===== src/rtl/ahb_axi_pkg.sv =====
// Shared encodings for the AHB-Lite to AXI4-Lite bridge.
package ahb_axi_pkg;

    // AHB HTRANS encodings
    localparam logic [1:0] HtransIdle   = 2'b00;
    localparam logic [1:0] HtransBusy   = 2'b01;
    localparam logic [1:0] HtransNonseq = 2'b10;
    localparam logic [1:0] HtransSeq    = 2'b11;

    // AHB HSIZE codes supported by a 32-bit data path
    localparam logic [2:0] HsizeByte = 3'b000;
    localparam logic [2:0] HsizeHalf = 3'b001;
    localparam logic [2:0] HsizeWord = 3'b010;

    // AXI response codes
    localparam logic [1:0] RespOkay   = 2'b00;
    localparam logic [1:0] RespExokay = 2'b01;
    localparam logic [1:0] RespSlverr = 2'b10;
    localparam logic [1:0] RespDecerr = 2'b11;

    // Bridge FSM states
    typedef enum logic [2:0] {
        StIdle,
        StWdata,
        StWaddr,
        StWresp,
        StRaddr,
        StRwait,
        StErr1,
        StErr2
    } state_e;

    // SLVERR and DECERR map to an AHB ERROR; OKAY and EXOKAY map to OKAY.
    function automatic logic resp_is_err(logic [1:0] resp);
        return (resp == RespSlverr) || (resp == RespDecerr);
    endfunction

endpackage


===== src/rtl/ahb_to_axi4lite_bridge_if.sv =====
// Bundle of the AHB-Lite slave port and the AXI4-Lite master port of the bridge.
// The slave modport is the bridge's view; master is the environment's view
// (AHB master plus AXI slave).
interface ahb_to_axi4lite_bridge_if #(
    parameter int unsigned ADDR_WIDTH = 32
);
    // AHB-Lite side
    logic                  HSEL;
    logic [ADDR_WIDTH-1:0] HADDR;
    logic [1:0]            HTRANS;
    logic                  HWRITE;
    logic [2:0]            HSIZE;
    logic [31:0]           HWDATA;
    logic                  HREADY;
    logic                  HREADYOUT;
    logic                  HRESP;
    logic [31:0]           HRDATA;

    // AXI4-Lite side
    logic [ADDR_WIDTH-1:0] AWADDR;
    logic                  AWVALID;
    logic                  AWREADY;
    logic [31:0]           WDATA;
    logic [3:0]            WSTRB;
    logic                  WVALID;
    logic                  WREADY;
    logic [1:0]            BRESP;
    logic                  BVALID;
    logic                  BREADY;
    logic [ADDR_WIDTH-1:0] ARADDR;
    logic                  ARVALID;
    logic                  ARREADY;
    logic [31:0]           RDATA;
    logic [1:0]            RRESP;
    logic                  RVALID;
    logic                  RREADY;

    modport slave (
        input  HSEL, HADDR, HTRANS, HWRITE, HSIZE, HWDATA, HREADY,
        output HREADYOUT, HRESP, HRDATA,
        output AWADDR, AWVALID, WDATA, WSTRB, WVALID, BREADY,
        output ARADDR, ARVALID, RREADY,
        input  AWREADY, WREADY, BRESP, BVALID, ARREADY, RDATA, RRESP, RVALID
    );

    modport master (
        output HSEL, HADDR, HTRANS, HWRITE, HSIZE, HWDATA, HREADY,
        input  HREADYOUT, HRESP, HRDATA,
        input  AWADDR, AWVALID, WDATA, WSTRB, WVALID, BREADY,
        input  ARADDR, ARVALID, RREADY,
        output AWREADY, WREADY, BRESP, BVALID, ARREADY, RDATA, RRESP, RVALID
    );

endinterface


===== src/rtl/ahb_wstrb_gen.sv =====
// Combinational byte-lane strobe and alignment check from AHB size/address.
module ahb_wstrb_gen
    import ahb_axi_pkg::*;
(
    input  logic [2:0] hsize,
    input  logic [1:0] addr_lo,
    output logic [3:0] wstrb,
    output logic       misalign
);

    // Decode lane strobes; sizes wider than a word are flagged as misaligned.
    always_comb begin
        wstrb    = 4'b0000;
        misalign = 1'b0;
        case (hsize)
            HsizeByte: wstrb = 4'b0001 << addr_lo;
            HsizeHalf: begin
                wstrb    = 4'b0011 << {addr_lo[1], 1'b0};
                misalign = addr_lo[0];
            end
            HsizeWord: begin
                wstrb    = 4'b1111;
                misalign = (addr_lo != 2'b00);
            end
            default:   misalign = 1'b1;
        endcase
    end

endmodule


===== src/rtl/ahb_to_axi4lite_bridge.sv =====
// AHB-Lite slave to AXI4-Lite master bridge: one outstanding transfer at a time,
// all bus-facing outputs registered.
module ahb_to_axi4lite_bridge
    import ahb_axi_pkg::*;
#(
    parameter int unsigned ADDR_WIDTH = 32
) (
    input logic                     ACLK,
    input logic                     ARESET,
    ahb_to_axi4lite_bridge_if.slave bus
);

    state_e                state_q, state_d;
    logic [ADDR_WIDTH-1:0] haddr_q, haddr_d;
    logic [31:0]           wdata_q, wdata_d;
    logic [3:0]            wstrb_q, wstrb_d;
    logic                  awvalid_q, awvalid_d;
    logic                  wvalid_q, wvalid_d;
    logic                  bready_q, bready_d;
    logic                  arvalid_q, arvalid_d;
    logic                  rready_q, rready_d;
    logic                  hreadyout_q, hreadyout_d;
    logic                  hresp_q, hresp_d;
    logic [31:0]           hrdata_q, hrdata_d;

    logic [3:0] strb;
    logic       misalign;
    logic       accept;

    ahb_wstrb_gen u_wstrb_gen (
        .hsize    (bus.HSIZE),
        .addr_lo  (bus.HADDR[1:0]),
        .wstrb    (strb),
        .misalign (misalign)
    );

    assign accept = bus.HSEL && bus.HREADY &&
                    ((bus.HTRANS == HtransNonseq) || (bus.HTRANS == HtransSeq));

    assign bus.HREADYOUT = hreadyout_q;
    assign bus.HRESP     = hresp_q;
    assign bus.HRDATA    = hrdata_q;
    assign bus.AWADDR    = haddr_q;
    assign bus.AWVALID   = awvalid_q;
    assign bus.WDATA     = wdata_q;
    assign bus.WSTRB     = wstrb_q;
    assign bus.WVALID    = wvalid_q;
    assign bus.BREADY    = bready_q;
    assign bus.ARADDR    = haddr_q;
    assign bus.ARVALID   = arvalid_q;
    assign bus.RREADY    = rready_q;

    // Next-state and next-output decode; outputs are derived from the next state
    // so that they come straight out of flops.
    always_comb begin
        state_d   = state_q;
        haddr_d   = haddr_q;
        wdata_d   = wdata_q;
        wstrb_d   = wstrb_q;
        awvalid_d = awvalid_q;
        wvalid_d  = wvalid_q;
        bready_d  = bready_q;
        arvalid_d = arvalid_q;
        rready_d  = rready_q;
        hrdata_d  = hrdata_q;

        unique case (state_q)
            StIdle, StErr2: begin
                state_d = StIdle;
                if (accept) begin
                    haddr_d = bus.HADDR;
                    wstrb_d = strb;
                    if (misalign) begin
                        state_d = StErr1;
                    end else if (bus.HWRITE) begin
                        state_d = StWdata;
                    end else begin
                        state_d   = StRaddr;
                        arvalid_d = 1'b1;
                    end
                end
            end
            StWdata: begin
                wdata_d   = bus.HWDATA;
                awvalid_d = 1'b1;
                wvalid_d  = 1'b1;
                state_d   = StWaddr;
            end
            StWaddr: begin
                // AW and W complete independently; wait for both.
                if (bus.AWREADY) awvalid_d = 1'b0;
                if (bus.WREADY)  wvalid_d  = 1'b0;
                if (!awvalid_d && !wvalid_d) begin
                    state_d  = StWresp;
                    bready_d = 1'b1;
                end
            end
            StWresp: begin
                if (bus.BVALID) begin
                    bready_d = 1'b0;
                    state_d  = resp_is_err(bus.BRESP) ? StErr1 : StIdle;
                end
            end
            StRaddr: begin
                if (bus.ARREADY) begin
                    arvalid_d = 1'b0;
                    rready_d  = 1'b1;
                    state_d   = StRwait;
                end
            end
            StRwait: begin
                if (bus.RVALID) begin
                    rready_d = 1'b0;
                    if (resp_is_err(bus.RRESP)) begin
                        state_d = StErr1;
                    end else begin
                        state_d  = StIdle;
                        hrdata_d = bus.RDATA;
                    end
                end
            end
            StErr1:  state_d = StErr2;
            default: state_d = StIdle;
        endcase

        hreadyout_d = (state_d == StIdle) || (state_d == StErr2);
        hresp_d     = (state_d == StErr1) || (state_d == StErr2);
    end

    // State and output registers with synchronous reset.
    always_ff @(posedge ACLK) begin
        if (ARESET) begin
            state_q     <= StIdle;
            haddr_q     <= '0;
            wdata_q     <= '0;
            wstrb_q     <= '0;
            awvalid_q   <= 1'b0;
            wvalid_q    <= 1'b0;
            bready_q    <= 1'b0;
            arvalid_q   <= 1'b0;
            rready_q    <= 1'b0;
            hreadyout_q <= 1'b1;
            hresp_q     <= 1'b0;
            hrdata_q    <= '0;
        end else begin
            state_q     <= state_d;
            haddr_q     <= haddr_d;
            wdata_q     <= wdata_d;
            wstrb_q     <= wstrb_d;
            awvalid_q   <= awvalid_d;
            wvalid_q    <= wvalid_d;
            bready_q    <= bready_d;
            arvalid_q   <= arvalid_d;
            rready_q    <= rready_d;
            hreadyout_q <= hreadyout_d;
            hresp_q     <= hresp_d;
            hrdata_q    <= hrdata_d;
        end
    end

endmodule


===== src/flat_wrapper.sv =====
// flat-port wrapper written by rule: the top's interface ports become plain ports
module ahb_to_axi4lite_bridge_flat import ahb_axi_pkg::*;
#(
    parameter int unsigned ADDR_WIDTH = 32
)
  (ACLK, ARESET, bus_HSEL, bus_HADDR, bus_HTRANS, bus_HWRITE, bus_HSIZE, bus_HWDATA, bus_HREADY, bus_HREADYOUT, bus_HRESP, bus_HRDATA, bus_AWADDR, bus_AWVALID, bus_WDATA, bus_WSTRB, bus_WVALID, bus_BREADY, bus_ARADDR, bus_ARVALID, bus_RREADY, bus_AWREADY, bus_WREADY, bus_BRESP, bus_BVALID, bus_ARREADY, bus_RDATA, bus_RRESP, bus_RVALID);
  ahb_to_axi4lite_bridge_if #(.ADDR_WIDTH(ADDR_WIDTH)) bus_i ();
  input logic ACLK;
  input logic ARESET;
  input wire logic [$bits(bus_i.HSEL)-1:0] bus_HSEL;
  input wire logic [$bits(bus_i.HADDR)-1:0] bus_HADDR;
  input wire logic [$bits(bus_i.HTRANS)-1:0] bus_HTRANS;
  input wire logic [$bits(bus_i.HWRITE)-1:0] bus_HWRITE;
  input wire logic [$bits(bus_i.HSIZE)-1:0] bus_HSIZE;
  input wire logic [$bits(bus_i.HWDATA)-1:0] bus_HWDATA;
  input wire logic [$bits(bus_i.HREADY)-1:0] bus_HREADY;
  output wire logic [$bits(bus_i.HREADYOUT)-1:0] bus_HREADYOUT;
  output wire logic [$bits(bus_i.HRESP)-1:0] bus_HRESP;
  output wire logic [$bits(bus_i.HRDATA)-1:0] bus_HRDATA;
  output wire logic [$bits(bus_i.AWADDR)-1:0] bus_AWADDR;
  output wire logic [$bits(bus_i.AWVALID)-1:0] bus_AWVALID;
  output wire logic [$bits(bus_i.WDATA)-1:0] bus_WDATA;
  output wire logic [$bits(bus_i.WSTRB)-1:0] bus_WSTRB;
  output wire logic [$bits(bus_i.WVALID)-1:0] bus_WVALID;
  output wire logic [$bits(bus_i.BREADY)-1:0] bus_BREADY;
  output wire logic [$bits(bus_i.ARADDR)-1:0] bus_ARADDR;
  output wire logic [$bits(bus_i.ARVALID)-1:0] bus_ARVALID;
  output wire logic [$bits(bus_i.RREADY)-1:0] bus_RREADY;
  input wire logic [$bits(bus_i.AWREADY)-1:0] bus_AWREADY;
  input wire logic [$bits(bus_i.WREADY)-1:0] bus_WREADY;
  input wire logic [$bits(bus_i.BRESP)-1:0] bus_BRESP;
  input wire logic [$bits(bus_i.BVALID)-1:0] bus_BVALID;
  input wire logic [$bits(bus_i.ARREADY)-1:0] bus_ARREADY;
  input wire logic [$bits(bus_i.RDATA)-1:0] bus_RDATA;
  input wire logic [$bits(bus_i.RRESP)-1:0] bus_RRESP;
  input wire logic [$bits(bus_i.RVALID)-1:0] bus_RVALID;
  assign bus_i.HSEL = bus_HSEL;
  assign bus_i.HADDR = bus_HADDR;
  assign bus_i.HTRANS = bus_HTRANS;
  assign bus_i.HWRITE = bus_HWRITE;
  assign bus_i.HSIZE = bus_HSIZE;
  assign bus_i.HWDATA = bus_HWDATA;
  assign bus_i.HREADY = bus_HREADY;
  assign bus_HREADYOUT = bus_i.HREADYOUT;
  assign bus_HRESP = bus_i.HRESP;
  assign bus_HRDATA = bus_i.HRDATA;
  assign bus_AWADDR = bus_i.AWADDR;
  assign bus_AWVALID = bus_i.AWVALID;
  assign bus_WDATA = bus_i.WDATA;
  assign bus_WSTRB = bus_i.WSTRB;
  assign bus_WVALID = bus_i.WVALID;
  assign bus_BREADY = bus_i.BREADY;
  assign bus_ARADDR = bus_i.ARADDR;
  assign bus_ARVALID = bus_i.ARVALID;
  assign bus_RREADY = bus_i.RREADY;
  assign bus_i.AWREADY = bus_AWREADY;
  assign bus_i.WREADY = bus_WREADY;
  assign bus_i.BRESP = bus_BRESP;
  assign bus_i.BVALID = bus_BVALID;
  assign bus_i.ARREADY = bus_ARREADY;
  assign bus_i.RDATA = bus_RDATA;
  assign bus_i.RRESP = bus_RRESP;
  assign bus_i.RVALID = bus_RVALID;
  ahb_to_axi4lite_bridge #(.ADDR_WIDTH(ADDR_WIDTH)) u_core (.ACLK(ACLK), .ARESET(ARESET), .bus(bus_i));
endmodule

===== config.mk =====
export PLATFORM = sky130hd
export DESIGN_NAME = ahb_to_axi4lite_bridge_flat
export DESIGN_NICKNAME = d
export VERILOG_FILES = /design/src/rtl/ahb_axi_pkg.sv /design/src/rtl/ahb_to_axi4lite_bridge_if.sv /design/src/rtl/ahb_wstrb_gen.sv /design/src/rtl/ahb_to_axi4lite_bridge.sv /design/src/flat_wrapper.sv
export SDC_FILE = /design/constraint.sdc
export NUM_CORES = 1
export LEC_CHECK = 0
export BUFFER_PORTS_ARGS = -buffer_cell sky130_fd_sc_hd__buf_4
export CAP_MARGIN = 10
export CORE_MARGIN = 2
export CORE_UTILIZATION = 43
export DETAILED_ROUTE_END_ITERATION = 7
export GPL_TIMING_DRIVEN = 0
export HOLD_SLACK_MARGIN = 0.08
export PLACE_DENSITY = 0.79
export SETUP_SLACK_MARGIN = 0.2
export SYNTH_ARGS = -nofsm -noshare
export SYNTH_HDL_FRONTEND = slang
export SYNTH_SLANG_ARGS = --single-unit

===== constraint.sdc =====
create_clock -name ACLK -period 2.3 [get_ports ACLK]
set_clock_uncertainty 0.2 [all_clocks]
set_input_delay 0.115 -clock ACLK [delete_from_list [all_inputs] [get_ports ACLK]]
set_output_delay 0.115 -clock ACLK [all_outputs]
set_load 0.01 [all_outputs]

==> results of run 1 <==
[registers in the layout, summed over array words and instances, names as in the netlist]
signal	flops
u_core.bus.ARADDR	32
u_core.bus.ARVALID	1
u_core.bus.AWVALID	1
u_core.bus.BREADY	1
u_core.bus.HRDATA	32
u_core.bus.HREADYOUT	1
u_core.bus.HRESP	1
u_core.bus.RREADY	1
u_core.bus.WDATA	32
u_core.bus.WSTRB	4
u_core.bus.WVALID	1
u_core.state_q	3
[stage by stage]
stage / power [mW] / cells / hold slack (ns) / setup WS (ns)
floorplan: 2.391 / 549 / 0.03149 / 0.4700
global route: 4.598 / 1059 / 0.1256 / 0.2060
global placement: 2.745 / 931 / 0.1536 / 0.1201
finish: 4.437 / 1059 / 0.1393 / 0.2332
CTS: 4.415 / 1059 / 0.1216 / 0.2044
detailed placement: 2.766 / 931 / 0.1574 / 0.06593
[per-layer routing]
| metal | up-vias | GRT usage (%) | part of all wire (%) | wire (µm) |
|---|---|---|---|---|
| met4 | 0 | 14.00 | 3.9 | 631 |
| met5 | - | 0 | 0 | 0 |
| met1 | 2416 | 30.05 | 37 | 5965 |
| met3 | 56 | 7.769 | 7.2 | 1166 |
| li1 | 2504 | - | - | - |
| met2 | 250 | 53.81 | 52 | 8441 |
[synth_stat cells (2+ instances only)]
cell type | instances | share of area [%]
a21oi_1 | 108 | 13
buf_4 | 32 | 5.6
and2_1 | 2 | 0.29
nor3_2 | 2 | 0.47
nor2_1 | 11 | 0.96
nor3_1 | 5 | 0.58
nand2_1 | 204 | 18
dfxtp_1 | 110 | 51
nand2b_1 | 4 | 0.58
nor2b_1 | 3 | 0.44
inv_1 | 3 | 0.26
or3_1 | 2 | 0.29
o211ai_1 | 3 | 0.52
clkbuf_1 | 25 | 2.2
a31oi_1 | 2 | 0.29
buf_2 | 11 | 1.3
[worst max-delay path: stages]
cell and delay, ns:
dlygate4sd3_1 0.56, buf_4 0.17, or3_4 0.37, a21oi_4 0.18
o211ai_2 0.12, or4_1 0.51, o211ai_1 0.11
[how the worst min path moves through the flow]
stage                     slack (ns)          from  cells past startpoint                         endpoint
after floorplan                 0.03   bus_ARREADY                      1  u_core.bus.ARVALID$_SDFFE_PP0P_
after global placement          0.15   bus_ARREADY                      2  u_core.bus.ARVALID$_SDFFE_PP0P_
after detailed placement        0.16   bus_ARREADY                      2  u_core.bus.ARVALID$_SDFFE_PP0P_
after CTS                       0.12  bus_HADDR[0]                      5     u_core.state_q[2]$_SDFF_PP0_
after global routing            0.13  bus_HADDR[0]                      5     u_core.state_q[0]$_SDFF_PP0_
final                           0.14  bus_HADDR[0]                      5     u_core.state_q[2]$_SDFF_PP0_
[what timing repair did]
| action | CTS | global route |
|---|---|---|
| hold endpoints to repair | 110 | 0 |
| pin swaps | 0 | 2 |
| endpoints found under the setup margin | 30 | 94 |
| hold buffers | 112 | 0 |
| resized for setup | 1 | 31 |
[placed cells by master (no fill, tap or decap), drive strengths merged, types with 2 or more instances in the layout]
cell type,synthesis,routed
a21o,2,2
a21oi,109,109
a31oi,2,2
and2,2,2
buf,43,289
bufinv,0,4
clkbuf,25,38
dfxtp,110,110
dlygate4sd3,0,112
inv,4,4
nand2,204,204
nand2b,4,4
nor2,11,11
nor2b,3,3
nor3,7,7
o211ai,4,4
or3,2,2
[cells by family after synthesis]
logic type	Yosys count	synth area share, %
compound gates	127	16.72
buf+inv	72	9.409
flops	110	51.27
simple gates	240	22.60
[where the power goes]
part / switching (mW) / leakage, nW / internal (mW)
Clock: 0.653 / 0.132 / 0.861
Combinational: 0.396 / 2.42 / 0.491
Sequential: 0.0539 / 0.890 / 1.98
[final cells by class]
type / instances / area [µm²] / area share, %
buffer: 68 / 415.4 / 5.344
clock buffer: 10 / 137.6 / 1.770
inverter: 4 / 15.01 / 0.1931
multi-input combinational: 367 / 1713 / 22.03
timing repair buffer: 361 / 2990 / 38.47
tap: 133 / 166.4 / 2.141
clock inverter: 6 / 132.6 / 1.706
sequential: 110 / 2203 / 28.34
==> qor.txt, run 1 <==
Worst VDD drop -> 0.4173 mV
CTS tree -> yes
Critical path origin -> bus_HADDR[1]
latest clock arrival within the worst-skew pair -> 0.37 ns
synthesis-to-layout area growth -> 80.98%
Synth Cell Area -> 4295 µm²
Main synth FF type -> dfxtp_1
Die Y -> 103.9 µm
CP endpoint -> u_core.bus.HREADYOUT$_SDFF_PP1_
diodes inserted -> 0
Clock Tree Buf Depth -> 2
gr usage total -> 28.99%
Vias per Instance -> 4.935
final setup fails -> 0
Seq/Total Area, Yosys -> 51.27%
yosys warns -> 0
worst-path maximum fanout -> 5
Max Fclk -> 483.8 MHz
CP startpoint kind -> primary input
class of the worst hold path -> primary input to flip-flop
die width -> 103.9 µm
fraction of registers with async set/reset -> 0%
capture point of the worst reg-to-reg path -> u_core.bus.HREADYOUT$_SDFF_PP1_
power density over the cells -> 570.7 nW/µm²
Core Area -> 9729 µm²
Routed WL -> 16.21 mm
RSZ-0062 raised after global routing -> true
DR vias -> 5226
Synth cell types -> 38
total grt overflow -> 0
crit path kind -> primary input to flip-flop
first-pass GRT wire length -> 25.60 mm
CTS Sinks -> 110
number of enable flip-flop cells after synthesis -> 0
Worst EP required -> 2.38 ns
outcome -> finished, final reports clean
DR WL/cell -> 15.30 µm
num rows -> 36
Starting Density -> 44.15%
Yosys reg bits -> 110
worst reg2reg path startpoint -> u_core.state_q[1]$_SDFF_PP0_
Synthesized Nets -> 664
Cells after Synth -> 549
antenna viol nets, final -> 0
Buffers on Ports -> 249
leakage dissipation -> 3.441 nW
post-CTS setup buffer count -> 0
Worst Tran Pin Value -> 0.5508 ns
max-slew violations -> 0
RePlAce Congestion -> 0.8013
Tcrit/Tclk final -> 89.86%
Final HPWL DP -> 10.15 mm
setup tns final -> 0 ns
Filler cells -> 603
Reg2Reg Depth -> 6
clock tree root buffer cell -> clkbuf_8
Final Hold Fails -> 0
Critical Path AT -> 2.15 ns
Iter 0 DRT Violations -> 208
relative slew slack -> 63.28%
Worst setup EP type -> flip-flop
clock slew at reported path FFs -> 0.09 ns
post-layout net count -> 1036
total CTS buffers -> 9
H-tree lvl count -> 3
# IOs -> 254
pin count of the biggest net entering global routing -> 18
Final Core Density -> 79.90%
initial antenna violation count -> 0
syn avg cell area -> 7.824 µm²
fin crit period -> 2.067 ns
max-cap check violation count -> 0
drt first pass iters -> 4
DRC violations left -> 0
flop2flop setup slack -> 0.29 ns
die area -> 10800 µm²
share of cells above drive strength 1 -> 35.31%
fin area -> 7774 µm²
number of global-route vias before repair -> 5289
Cell Area, Placed -> 6331 µm²
(Power assumes the default switching activity.)
==> inputs of run 2 (changes only) <==
--- a/config.mk
+++ b/config.mk
@@ -9,6 +9,7 @@
 export CAP_MARGIN = 10
 export CORE_MARGIN = 2
 export CORE_UTILIZATION = 43
+export CTS_BUF_LIST = sky130_fd_sc_hd__clkbuf_16
 export DETAILED_ROUTE_END_ITERATION = 7
 export GPL_TIMING_DRIVEN = 0
 export HOLD_SLACK_MARGIN = 0.08
==> run 2 against run 1 <==
Utilization up 0.63 points. Count of clock-buffer cells in the layout fell by 1. Largest power group unchanged. Sequential cell count stayed put. Sequential power about the same. First-iteration DRC count grew 2.9%. Largest cell class unchanged. Non-clock buffer count down 3. Total power grew 8.0%.
==> qor.txt, run 2 (synthesized netlist as in run 1, its figures left out) <==
first-pass GRT wire length -> 26.21 mm (was 25.60 mm)
Worst VDD drop -> 0.3905 mV (was 0.4173 mV)
diodes inserted -> 0 (unchanged)
Critical Path AT -> 2.10 ns (was 2.15 ns)
Power, Total -> 4.793 mW (was 4.437 mW)
share of cells above drive strength 1 -> 35.32% (was 35.31%)
DRC violations left -> 0 (unchanged)
initial antenna violation count -> 0 (unchanged)
final setup fails -> 0 (unchanged)
outcome -> finished, final reports clean (unchanged)
# IOs -> 254 (unchanged)
CTS tree -> yes (unchanged)
H-tree lvl count -> 3 (unchanged)
RePlAce Congestion -> 0.8013 (unchanged)
Worst Tran Pin Value -> 0.5555 ns (was 0.5508 ns)
die width -> 103.9 µm (unchanged)
Max Fclk -> 492.1 MHz (was 483.8 MHz)
relative slew slack -> 62.97% (was 63.28%)
gr usage total -> 29.80% (was 28.99%)
worst-path cell chain -> buf_4, nand2b_1, o22ai_1, a221o_1, or4_1, o211ai_1 (was dlygate4sd3_1, buf_4, or3_4, a21oi_4, o211ai_2, or4_1, o211ai_1)
CP endpoint -> u_core.bus.HREADYOUT$_SDFF_PP1_ (unchanged)
Cell Area, Placed -> 6331 µm² (unchanged)
capture point of the worst reg-to-reg path -> u_core.bus.HREADYOUT$_SDFF_PP1_ (unchanged)
Core Area -> 9729 µm² (unchanged)
worst reg2reg path startpoint -> u_core.state_q[1]$_SDFF_PP0_ (unchanged)
post-layout net count -> 1033 (was 1036)
DR WL/cell -> 15.73 µm (was 15.30 µm)
max-cap check violation count -> 0 (unchanged)
slowest stage cell, crit path -> or4_1 (was dlygate4sd3_1)
flop2flop setup slack -> 0.27 ns (was 0.29 ns)
Worst setup EP type -> flip-flop (unchanged)
slowest stage delay, CP -> 0.48 ns (was 0.56 ns)
drt first pass iters -> 4 (unchanged)
class of the worst hold path -> primary input to flip-flop (unchanged)
number of global-route vias before repair -> 5291 (was 5289)
pin count of the biggest net entering global routing -> 18 (unchanged)
clock slew at reported path FFs -> 0.07 ns (was 0.09 ns)
synthesis-to-layout area growth -> 82.41% (was 80.98%)
leading cell types in the layout, fill and taps excluded -> 284 x buf_4, 204 x nand2_1, 109 x dlygate4sd3_1, 109 x dfxtp_1, 108 x a21oi_1 (was 283 x buf_4, 204 x nand2_1, 112 x dlygate4sd3_1)
num rows -> 36 (unchanged)
latest clock arrival within the worst-skew pair -> 0.35 ns (was 0.37 ns)
antenna viol nets, final -> 0 (unchanged)
total grt overflow -> 0 (unchanged)
CP startpoint kind -> flip-flop (was primary input)
Clock Tree Buf Depth -> 2 (unchanged)
die area -> 10800 µm² (unchanged)
total CTS buffers -> 9 (unchanged)
Routed WL -> 16.61 mm (was 16.21 mm)
setup tns final -> 0 ns (unchanged)
power density over the cells -> 611.7 nW/µm² (was 570.7 nW/µm²)
leakage dissipation -> 3.470 nW (was 3.441 nW)
Critical path origin -> u_core.state_q[1]$_SDFF_PP0_ (was bus_HADDR[1])
Final HPWL DP -> 10.15 mm (unchanged)
clock tree root buffer cell -> clkbuf_16 (was clkbuf_8)
Starting Density -> 44.15% (unchanged)
fin crit period -> 2.032 ns (was 2.067 ns)
worst hold slack -> 0.08875 ns (was 0.1393 ns)
post-route setup slack -> 0.2678 ns (was 0.2332 ns)
post-CTS setup buffer count -> 0 (unchanged)
Iter 0 DRT Violations -> 214 (was 208)
Reg2Reg Depth -> 6 (unchanged)
DR vias -> 5187 (was 5226)
most common cell after layout, fill and taps aside -> buf_4 (unchanged)
CTS Sinks -> 110 (unchanged)
Die Y -> 103.9 µm (unchanged)
crit path kind -> flip-flop to flip-flop (was primary input to flip-flop)
Worst EP required -> 2.36 ns (was 2.38 ns)
worst-path maximum fanout -> 10 (was 5)
fin area -> 7835 µm² (was 7774 µm²)
Final Hold Fails -> 0 (unchanged)
Vias per Instance -> 4.912 (was 4.935)
Post-Place Worst Slack -> 0.06593 ns (unchanged)
RSZ-0062 raised after global routing -> false (was true)
Tcrit/Tclk final -> 88.36% (was 89.86%)
Buffers on Ports -> 249 (unchanged)
max-slew violations -> 0 (unchanged)
==> run 2: changes by cell type in the layout (fill, tap and decap cells not counted), sizes merged <==
cell and delta:
buf -1, clkinv +1, dlygate4sd3 -3
==> run 2: layout make-up <==
type / instances / area [µm²]
Buffer: 68 / 420.4
Clock buffer: 9 / 225.2
Clock inverter: 7 / 136.4
Fill cell: 593 / 1894
Inverter: 4 / 15.01
Multi-Input combinational cell: 367 / 1708
Sequential cell: 110 / 2203
Tap cell: 133 / 166.4
Timing Repair Buffer: 358 / 2960
==> run 2: worst min-delay path by stage <==
stage,from,to,cells past startpoint
6_report,ARESET,u_core.state_q[1]$_SDFF_PP0_,3
5_1_grt,ARESET,u_core.bus.HREADYOUT$_SDFF_PP1_,3
4_1_cts,ARESET,u_core.state_q[1]$_SDFF_PP0_,3
3_5_place_dp,bus_ARREADY,u_core.bus.ARVALID$_SDFFE_PP0P_,2
3_3_place_gp,bus_ARREADY,u_core.bus.ARVALID$_SDFFE_PP0P_,2
2_1_floorplan,bus_ARREADY,u_core.bus.ARVALID$_SDFFE_PP0P_,1
==> run 2: repair_timing <==
action / in CTS / in global routing
hold buffers: 109 / 0
endpoints found under the setup margin: 30 / 97
endpoints found under the hold margin: 110 / 0
pin swaps: 0 / 2
gates resized for setup: 2 / 32
==> run 2: where the power goes <==
group	total, mW	internal (mW)	switching [mW]
Combinational	0.890	0.490	0.400
Clock	1.87	1.17	0.698
Sequential	2.04	1.98	0.0541
==> run 2: critical path: cells and delay by family, from the launching register on <==
family	cells	cell delay, ns
simple gates	2	0.66
buf+inv	1	0.20
flops	1	0.35
compound gates	3	0.54
==> run 2: layer usage <==
metal | routed length (µm) | vias up | GRT usage, %
met5 | 0 | - | 0
met4 | 531 | 0 | 12.26
met3 | 1188 | 50 | 8.647
met2 | 8713 | 226 | 56.11
met1 | 6177 | 2416 | 30.68
li1 | - | 2495 | -
==> run 2: through the flow <==
stage | instances | utilization (%)
floorplan | 549 | -
global placement | 931 | 65.07
detailed placement | 931 | 65.07
CTS | 1056 | 80.07
global route | 1056 | 80.53
finish | 1056 | 80.53
